**config.mk**
```make
export PLATFORM = sky130hd
export DESIGN_NAME = irig_b_symbol_gen_flat
export DESIGN_NICKNAME = d
export VERILOG_FILES = /design/src/rtl/irig_b_symbol_gen_if.sv /design/src/rtl/irig_b_symbol_gen.sv /design/src/flat_wrapper.sv
export SDC_FILE = /design/constraint.sdc
export NUM_CORES = 1
export LEC_CHECK = 0
export CORE_MARGIN = 3
export CORE_UTILIZATION = 35
export DETAILED_ROUTE_END_ITERATION = 12
export PLACE_DENSITY_LB_ADDON = 0.15
export SKIP_LAST_GASP = 1
export SYNTH_ARGS = -nofsm -noshare
export SYNTH_HDL_FRONTEND = slang
export SYNTH_SLANG_ARGS = --single-unit
```
**constraint.sdc**
```tcl
create_clock -name pll_c0 -period 4.2 [get_ports pll_c0]
set_clock_uncertainty 0.05 [all_clocks]
set_input_delay 0.63 -clock pll_c0 [delete_from_list [all_inputs] [get_ports pll_c0]]
set_output_delay 0.63 -clock pll_c0 [all_outputs]
set_load 0.02 [all_outputs]
```
**src/rtl/irig_b_symbol_gen_if.sv**
```systemverilog
// rtl/irig_b_symbol_gen_if.sv - time fields in, slot symbol/B(DC) level out
interface irig_b_symbol_gen_if;
  logic       en;
  logic [3:0] miao_gewei;
  logic [2:0] miao_shiwei;
  logic [3:0] fen_gewei;
  logic [2:0] fen_shiwei;
  logic [3:0] shi_gewei;
  logic [1:0] shi_shiwei;
  logic [3:0] day_gewei;
  logic [3:0] day_shiwei;
  logic [1:0] day_baiwei;
  logic [3:0] year_gewei;
  logic [3:0] year_shiwei;
  logic [7:0] moni_b_code_out;
  logic       b_dc_out;
  logic       frame_start;
  logic [6:0] slot_idx;

  modport master (
    output en, miao_gewei, miao_shiwei, fen_gewei, fen_shiwei, shi_gewei, shi_shiwei,
           day_gewei, day_shiwei, day_baiwei, year_gewei, year_shiwei,
    input  moni_b_code_out, b_dc_out, frame_start, slot_idx
  );

  modport slave (
    input  en, miao_gewei, miao_shiwei, fen_gewei, fen_shiwei, shi_gewei, shi_shiwei,
           day_gewei, day_shiwei, day_baiwei, year_gewei, year_shiwei,
    output moni_b_code_out, b_dc_out, frame_start, slot_idx
  );
endinterface

```
**src/rtl/irig_b_symbol_gen.sv**
```systemverilog
// rtl/irig_b_symbol_gen.sv - IRIG-B frame builder: 100 x 10 ms slots of P/0/1 symbols
module irig_b_symbol_gen #(
  parameter logic [31:0] CNT_1MS_MAX = 32'd124_999,
  parameter logic [7:0]  BCODE_IDLE  = 8'h00,
  parameter logic [7:0]  BCODE_P     = 8'h70,
  parameter logic [7:0]  BCODE_0     = 8'h30,
  parameter logic [7:0]  BCODE_1     = 8'h31
) (
  input logic              pll_c0,
  input logic              rst,
  irig_b_symbol_gen_if.slave bus
);

  localparam logic [0:0] ST_IDLE = 1'b0;
  localparam logic [0:0] ST_RUN  = 1'b1;

  logic [0:0]  state_q, state_d;
  logic [31:0] ms_cnt_q, ms_cnt_d;
  logic [3:0]  ms_slot_q, ms_slot_d;
  logic [6:0]  slot_q, slot_d;
  logic [37:0] shadow_q, shadow_d;
  logic [7:0]  code_q, code_d;
  logic        dc_q, dc_d;
  logic        fs_q, fs_d;

  logic [37:0] ins;
  logic        ms_wrap, slot_wrap, frame_wrap;
  logic        run_d, is_p, bit_v;
  logic [3:0]  width;
  logic [99:0] frame_bits;

  assign ins = {bus.year_shiwei, bus.year_gewei, bus.day_baiwei, bus.day_shiwei, bus.day_gewei,
                bus.shi_shiwei, bus.shi_gewei, bus.fen_shiwei, bus.fen_gewei,
                bus.miao_shiwei, bus.miao_gewei};

  assign ms_wrap    = (ms_cnt_q == CNT_1MS_MAX);
  assign slot_wrap  = ms_wrap && (ms_slot_q == 4'd9);
  assign frame_wrap = slot_wrap && (slot_q == 7'd99);

  always_comb begin
    state_d   = state_q;
    ms_cnt_d  = 32'd0;
    ms_slot_d = 4'd0;
    slot_d    = 7'd0;
    shadow_d  = shadow_q;
    if (state_q == ST_IDLE) begin
      if (bus.en) begin
        state_d  = ST_RUN;
        shadow_d = ins;
      end
    end else begin
      ms_cnt_d  = ms_wrap ? 32'd0 : ms_cnt_q + 32'd1;
      ms_slot_d = !ms_wrap ? ms_slot_q : ((ms_slot_q == 4'd9) ? 4'd0 : ms_slot_q + 4'd1);
      slot_d    = !slot_wrap ? slot_q : ((slot_q == 7'd99) ? 7'd0 : slot_q + 7'd1);
      if (frame_wrap) begin
        if (bus.en) shadow_d = ins;
        else        state_d  = ST_IDLE;
      end
    end
  end

  // Data bits laid out by slot number, LSB of each field in the lowest slot.
  always_comb begin
    frame_bits        = '0;
    frame_bits[4:1]   = shadow_d[3:0];
    frame_bits[8:6]   = shadow_d[6:4];
    frame_bits[13:10] = shadow_d[10:7];
    frame_bits[17:15] = shadow_d[13:11];
    frame_bits[23:20] = shadow_d[17:14];
    frame_bits[26:25] = shadow_d[19:18];
    frame_bits[33:30] = shadow_d[23:20];
    frame_bits[38:35] = shadow_d[27:24];
    frame_bits[41:40] = shadow_d[29:28];
    frame_bits[53:50] = shadow_d[33:30];
    frame_bits[58:55] = shadow_d[37:34];
  end

  // Outputs are computed from next-state counters so they change with the slot.
  always_comb begin
    run_d = (state_d == ST_RUN);
    is_p  = (slot_d == 7'd0) || ((slot_d % 7'd10) == 7'd9);
    bit_v = frame_bits[slot_d];
    width = is_p ? 4'd8 : (bit_v ? 4'd5 : 4'd2);
    if (!run_d)     code_d = BCODE_IDLE;
    else if (is_p)  code_d = BCODE_P;
    else if (bit_v) code_d = BCODE_1;
    else            code_d = BCODE_0;
    dc_d = run_d && (ms_slot_d < width);
    fs_d = run_d && (slot_d == 7'd0) && (ms_slot_d == 4'd0) && (ms_cnt_d == 32'd0);
  end

  always_ff @(posedge pll_c0) begin
    if (rst) begin
      state_q   <= ST_IDLE;
      ms_cnt_q  <= 32'd0;
      ms_slot_q <= 4'd0;
      slot_q    <= 7'd0;
      shadow_q  <= '0;
      code_q    <= BCODE_IDLE;
      dc_q      <= 1'b0;
      fs_q      <= 1'b0;
    end else begin
      state_q   <= state_d;
      ms_cnt_q  <= ms_cnt_d;
      ms_slot_q <= ms_slot_d;
      slot_q    <= slot_d;
      shadow_q  <= shadow_d;
      code_q    <= code_d;
      dc_q      <= dc_d;
      fs_q      <= fs_d;
    end
  end

  assign bus.moni_b_code_out = code_q;
  assign bus.b_dc_out        = dc_q;
  assign bus.frame_start     = fs_q;
  assign bus.slot_idx        = slot_q;

endmodule

```
**src/flat_wrapper.sv**
```systemverilog
// flat-port wrapper written by rule: the top's interface ports become plain ports
module irig_b_symbol_gen_flat 
#(
  parameter logic [31:0] CNT_1MS_MAX = 32'd124_999,
  parameter logic [7:0]  BCODE_IDLE  = 8'h00,
  parameter logic [7:0]  BCODE_P     = 8'h70,
  parameter logic [7:0]  BCODE_0     = 8'h30,
  parameter logic [7:0]  BCODE_1     = 8'h31
)
  (pll_c0, rst, bus_en, bus_miao_gewei, bus_miao_shiwei, bus_fen_gewei, bus_fen_shiwei, bus_shi_gewei, bus_shi_shiwei, bus_day_gewei, bus_day_shiwei, bus_day_baiwei, bus_year_gewei, bus_year_shiwei, bus_moni_b_code_out, bus_b_dc_out, bus_frame_start, bus_slot_idx);
  irig_b_symbol_gen_if bus_i ();
  input logic pll_c0;
  input logic rst;
  input wire logic [$bits(bus_i.en)-1:0] bus_en;
  input wire logic [$bits(bus_i.miao_gewei)-1:0] bus_miao_gewei;
  input wire logic [$bits(bus_i.miao_shiwei)-1:0] bus_miao_shiwei;
  input wire logic [$bits(bus_i.fen_gewei)-1:0] bus_fen_gewei;
  input wire logic [$bits(bus_i.fen_shiwei)-1:0] bus_fen_shiwei;
  input wire logic [$bits(bus_i.shi_gewei)-1:0] bus_shi_gewei;
  input wire logic [$bits(bus_i.shi_shiwei)-1:0] bus_shi_shiwei;
  input wire logic [$bits(bus_i.day_gewei)-1:0] bus_day_gewei;
  input wire logic [$bits(bus_i.day_shiwei)-1:0] bus_day_shiwei;
  input wire logic [$bits(bus_i.day_baiwei)-1:0] bus_day_baiwei;
  input wire logic [$bits(bus_i.year_gewei)-1:0] bus_year_gewei;
  input wire logic [$bits(bus_i.year_shiwei)-1:0] bus_year_shiwei;
  output wire logic [$bits(bus_i.moni_b_code_out)-1:0] bus_moni_b_code_out;
  output wire logic [$bits(bus_i.b_dc_out)-1:0] bus_b_dc_out;
  output wire logic [$bits(bus_i.frame_start)-1:0] bus_frame_start;
  output wire logic [$bits(bus_i.slot_idx)-1:0] bus_slot_idx;
  assign bus_i.en = bus_en;
  assign bus_i.miao_gewei = bus_miao_gewei;
  assign bus_i.miao_shiwei = bus_miao_shiwei;
  assign bus_i.fen_gewei = bus_fen_gewei;
  assign bus_i.fen_shiwei = bus_fen_shiwei;
  assign bus_i.shi_gewei = bus_shi_gewei;
  assign bus_i.shi_shiwei = bus_shi_shiwei;
  assign bus_i.day_gewei = bus_day_gewei;
  assign bus_i.day_shiwei = bus_day_shiwei;
  assign bus_i.day_baiwei = bus_day_baiwei;
  assign bus_i.year_gewei = bus_year_gewei;
  assign bus_i.year_shiwei = bus_year_shiwei;
  assign bus_moni_b_code_out = bus_i.moni_b_code_out;
  assign bus_b_dc_out = bus_i.b_dc_out;
  assign bus_frame_start = bus_i.frame_start;
  assign bus_slot_idx = bus_i.slot_idx;
  irig_b_symbol_gen #(.CNT_1MS_MAX(CNT_1MS_MAX), .BCODE_IDLE(BCODE_IDLE), .BCODE_P(BCODE_P), .BCODE_0(BCODE_0), .BCODE_1(BCODE_1)) u_core (.pll_c0(pll_c0), .rst(rst), .bus(bus_i));
endmodule
```
==> flow_summary.ini <==
[finish]
antenna_cells = 0
nNetsFinal = 775
layout-drive-gt1-share = 0.251
nFillCells = 1292
regArea_sq_um = 1750
multiInputGateArea_sq_um = 3260
area_growth_pct = 40.0

[power_and_ir_drop]
swShare = 0.232
p_per_area_nw_per_um2 = 276
clockPowerShare = 0.456
power_leakage_uw = 0.00271
cell_internal_pwr_uw = 1480
comb_power_share = 0.098
seq_power_share = 0.445
p_switching_uw = 447
ir_drop_mv = 0.148

[floorplan]
pin_count = 58
num_rows = 43
dieArea_sq_um = 15700
die_y_microns = 125
coreArea_sq_um = 13900
die_w_microns = 125
initial_core_util = 0.358

[logic_synthesis]
synth_seq_cells = 87
synth_top_family_by_area = simple AND/OR/NAND/NOR gates
synth_edf_count = 0
yosysWarnings = 0
synthCells = 591
synth-xor-area-share = 0.0736
yosysTopAreaCellShare = 0.349
synthAdderAreaFrac = 0.0225
synth_compound_area_frac = 0.114
syn_avg_cell_area_sq_um = 8.45
yosys.area.top_type = dfxtp_1
synthSimpleGateAreaFrac = 0.290
netlist_area_sq_um = 4990
synthMuxAreaShare = 0.103
synth.area.top_cells = dfxtp_1 (35%), mux2i_1 (8.4%), nor2_1 (7.3%)
yosysUniqueCellTypes = 75
synth-main-ff-cell = dfxtp_1
ys_seq_area_frac = 0.349
async_reset_ff_frac = 0

[detailed_routing]
vias_per_cell = 5.15
drtAntennaViolNets = 0
first_iter_violations = 237
first_pass_iters = 5
routed_wl_microns = 13500
wl_per_cell_microns = 14.9
post-route-drc-count = 0
vias = 4685

[sta]
worstMarginPinSlew_ns = 0.966
slew-limit-headroom = 0.356
fin_crit_sh = 0.991
finalWorstSetupSlack_ns = 0.0398
min_period_ns = 4.16
holdWs_ns = 0.445
rsz0062_at_grt = true
setup_viol = 0
slew_viol_final = 0
fmax_ghz = 0.240
fin_tns_setup_ns = 0
hold_viol = 0

[grt]
grt_usage = 0.173
antenna_found_initial = 0
grt_pass1_wl_microns = 22400
grt_max_degree = 52
grt_pass1_vias = 4518
gr-total-overflow = 0

[worst_setup_path]
reg2reg_slack_ns = 0.04
critPathArrivalTime_ns = 4.40
r2r_start = u_core.ms_cnt_q[10]
crit_path_max_fanout = 8
start_kind = flop
critical_path_class = flop to flop
cp-endpoint = u_core.bus.b_dc_out
r2r_end = u_core.bus.b_dc_out
rr_worst_depth = 17
required_ns = 4.44
cp-end-kind = flop
startpoint = u_core.ms_cnt_q[10]

[placement]
pre_cts_ws_ns = -0.385
dp_hpwl_microns = 10100
gp_congestion = 0.867
portBuffers = 53

[cts]
root_buffer = clkbuf_16
cts_hold_buffers = 0
tritoncts = built
numClockSinks = 87
insertion_delay_ns = 0.35
ctsHtreeMaxLevel = 3
clk_pin_slew_ns = 0.07
clockBufferDepth = 2
cts_made_buffers = 9

[outcome]
status = finished clean

[hold_path]
holdCritPathClass = flop to flop
hold_depth = 2

[job]
drv_cap = 0
[cells in the final DEF (no fill, tap or decap), types with 6 or more instances in the layout]
cell / netlist / layout
or3_1: 9 / 7
nor3_2: 3 / 6
nor3_1: 30 / 26
nand3_1: 23 / 23
ha_1: 9 / 6
a21oi_1: 6 / 6
nor4_1: 7 / 6
nand4_1: 9 / 9
mux2i_1: 42 / 41
dfxtp_1: 87 / 83
nor2b_1: 10 / 8
nand2b_1: 6 / 6
clkdlybuf4s50_1: 0 / 52
and3_1: 7 / 7
inv_1: 10 / 9
o21ai_0: 11 / 8
mux2_2: 7 / 7
nand2_1: 36 / 35
buf_4: 7 / 98
a31oi_1: 12 / 11
xnor2_1: 24 / 24
nor2_1: 97 / 96
xor2_1: 18 / 18
clkbuf_16: 0 / 9
and4_1: 7 / 7
[timing repair]
item	4_1_cts	5_1_grt
gates resized for setup	31	11
buffers inserted	4	0
cloned	1	0
setup endpoints to repair	1	1
pin swaps	19	18
[how the worst min path moves through the flow]
stage	slack, ns	startpoint	end
6_report	0.45	u_core.shadow_q[4]	u_core.shadow_q[4]
4_1_cts	0.45	u_core.shadow_q[6]	u_core.shadow_q[6]
5_1_grt	0.47	u_core.shadow_q[24]	u_core.shadow_q[24]
2_1_floorplan	0.38	u_core.ms_cnt_q[0]	u_core.ms_cnt_q[0]
3_3_place_gp	0.42	u_core.shadow_q[6]	u_core.shadow_q[6]
3_5_place_dp	0.43	u_core.shadow_q[6]	u_core.shadow_q[6]
[registers in the layout (all words and copies together) (netlist names)]
name and cells:
u_core.ms_cnt_q 32, u_core.state_q 1, u_core.shadow_q 38, u_core.bus.moni_b_code_out 3
u_core.ms_slot_q 4, u_core.bus.frame_start 1, u_core.bus.b_dc_out 1, u_core.bus.slot_idx 7
[layout make-up]
type                            instances  area share
Multi-Input combinational cell        458       0.466
Sequential cell                        87       0.250
Timing Repair Buffer                  159       0.200
Clock buffer                           10      0.0327
Tap cell                              180      0.0322
Clock inverter                          6      0.0134
Inverter                               10     0.00537
[cells in the mapped netlist (4+ instances only)]
master and instances:
and2_1 5, and4_1 7, o21a_1 4, mux2i_1 42
a21oi_1 6, o21ai_0 11, nand2_1 36, nor3_1 30
clkbuf_1 19, mux2_2 7, xnor2_1 24, nor4_1 7
o31ai_1 5, buf_4 7, nor2b_1 10, ha_1 9
buf_2 8, nand4_1 9, or3_1 9, and3_1 7
a31oi_1 12, a21o_1 4, inv_1 10, xor2_1 18
nand3_1 23, dfxtp_1 87, nand2b_1 6, nor2_1 97
[per-layer routing]
layer	global-route usage	share of wire	wire [microns]
met5	0	0	0
met4	0.0529	0.014	184
met3	0.0290	0.038	508
met2	0.257	0.44	5950
met1	0.255	0.51	6900
[worst max-delay path, cell delays in order, from the launching register on]
cell and delay (ns):
dfxtp_1 0.31, and4bb_2 0.34, nand4_4 0.11, buf_4 0.18
buf_4 0.16, o41ai_4 0.35, buf_6 0.19, mux2_2 0.35
a2111oi_1 0.62, a2111oi_4 0.07, o21ai_1 0.19, a21oi_2 0.10
o21ai_2 0.10, ha_4 0.23, a21o_1 0.17, a21o_1 0.20
a311oi_2 0.21, a31o_1 0.15
[logic make-up after synthesis]
logic type      after synthesis
compound gates               77
other cells                   1
buf+inv                      49
mux                          50
fa+ha+maj                     9
simple gates                276
flops                        87
xor+xnor                     42
[metrics by stage]
step,instance area (sq um),std cells,utilization,power (uW)
after floorplan,5030,594,-,973
after global placement,6390,890,0.459,1060
after detailed placement,6390,890,0.459,1060
after CTS,6940,911,0.498,1950
after global routing,6990,910,0.502,2010
final,6990,910,0.502,1930
[power groups by stage]
stage               clock [uW]  combinational, uW  sequential [uW]
floorplan                    0               94.1              879
global placement             0                180              877
detailed placement           0                183              877
CTS                        904                191              858
global route               938                206              861
finish                     880                190              859
Power figures use the tool's default switching activity.
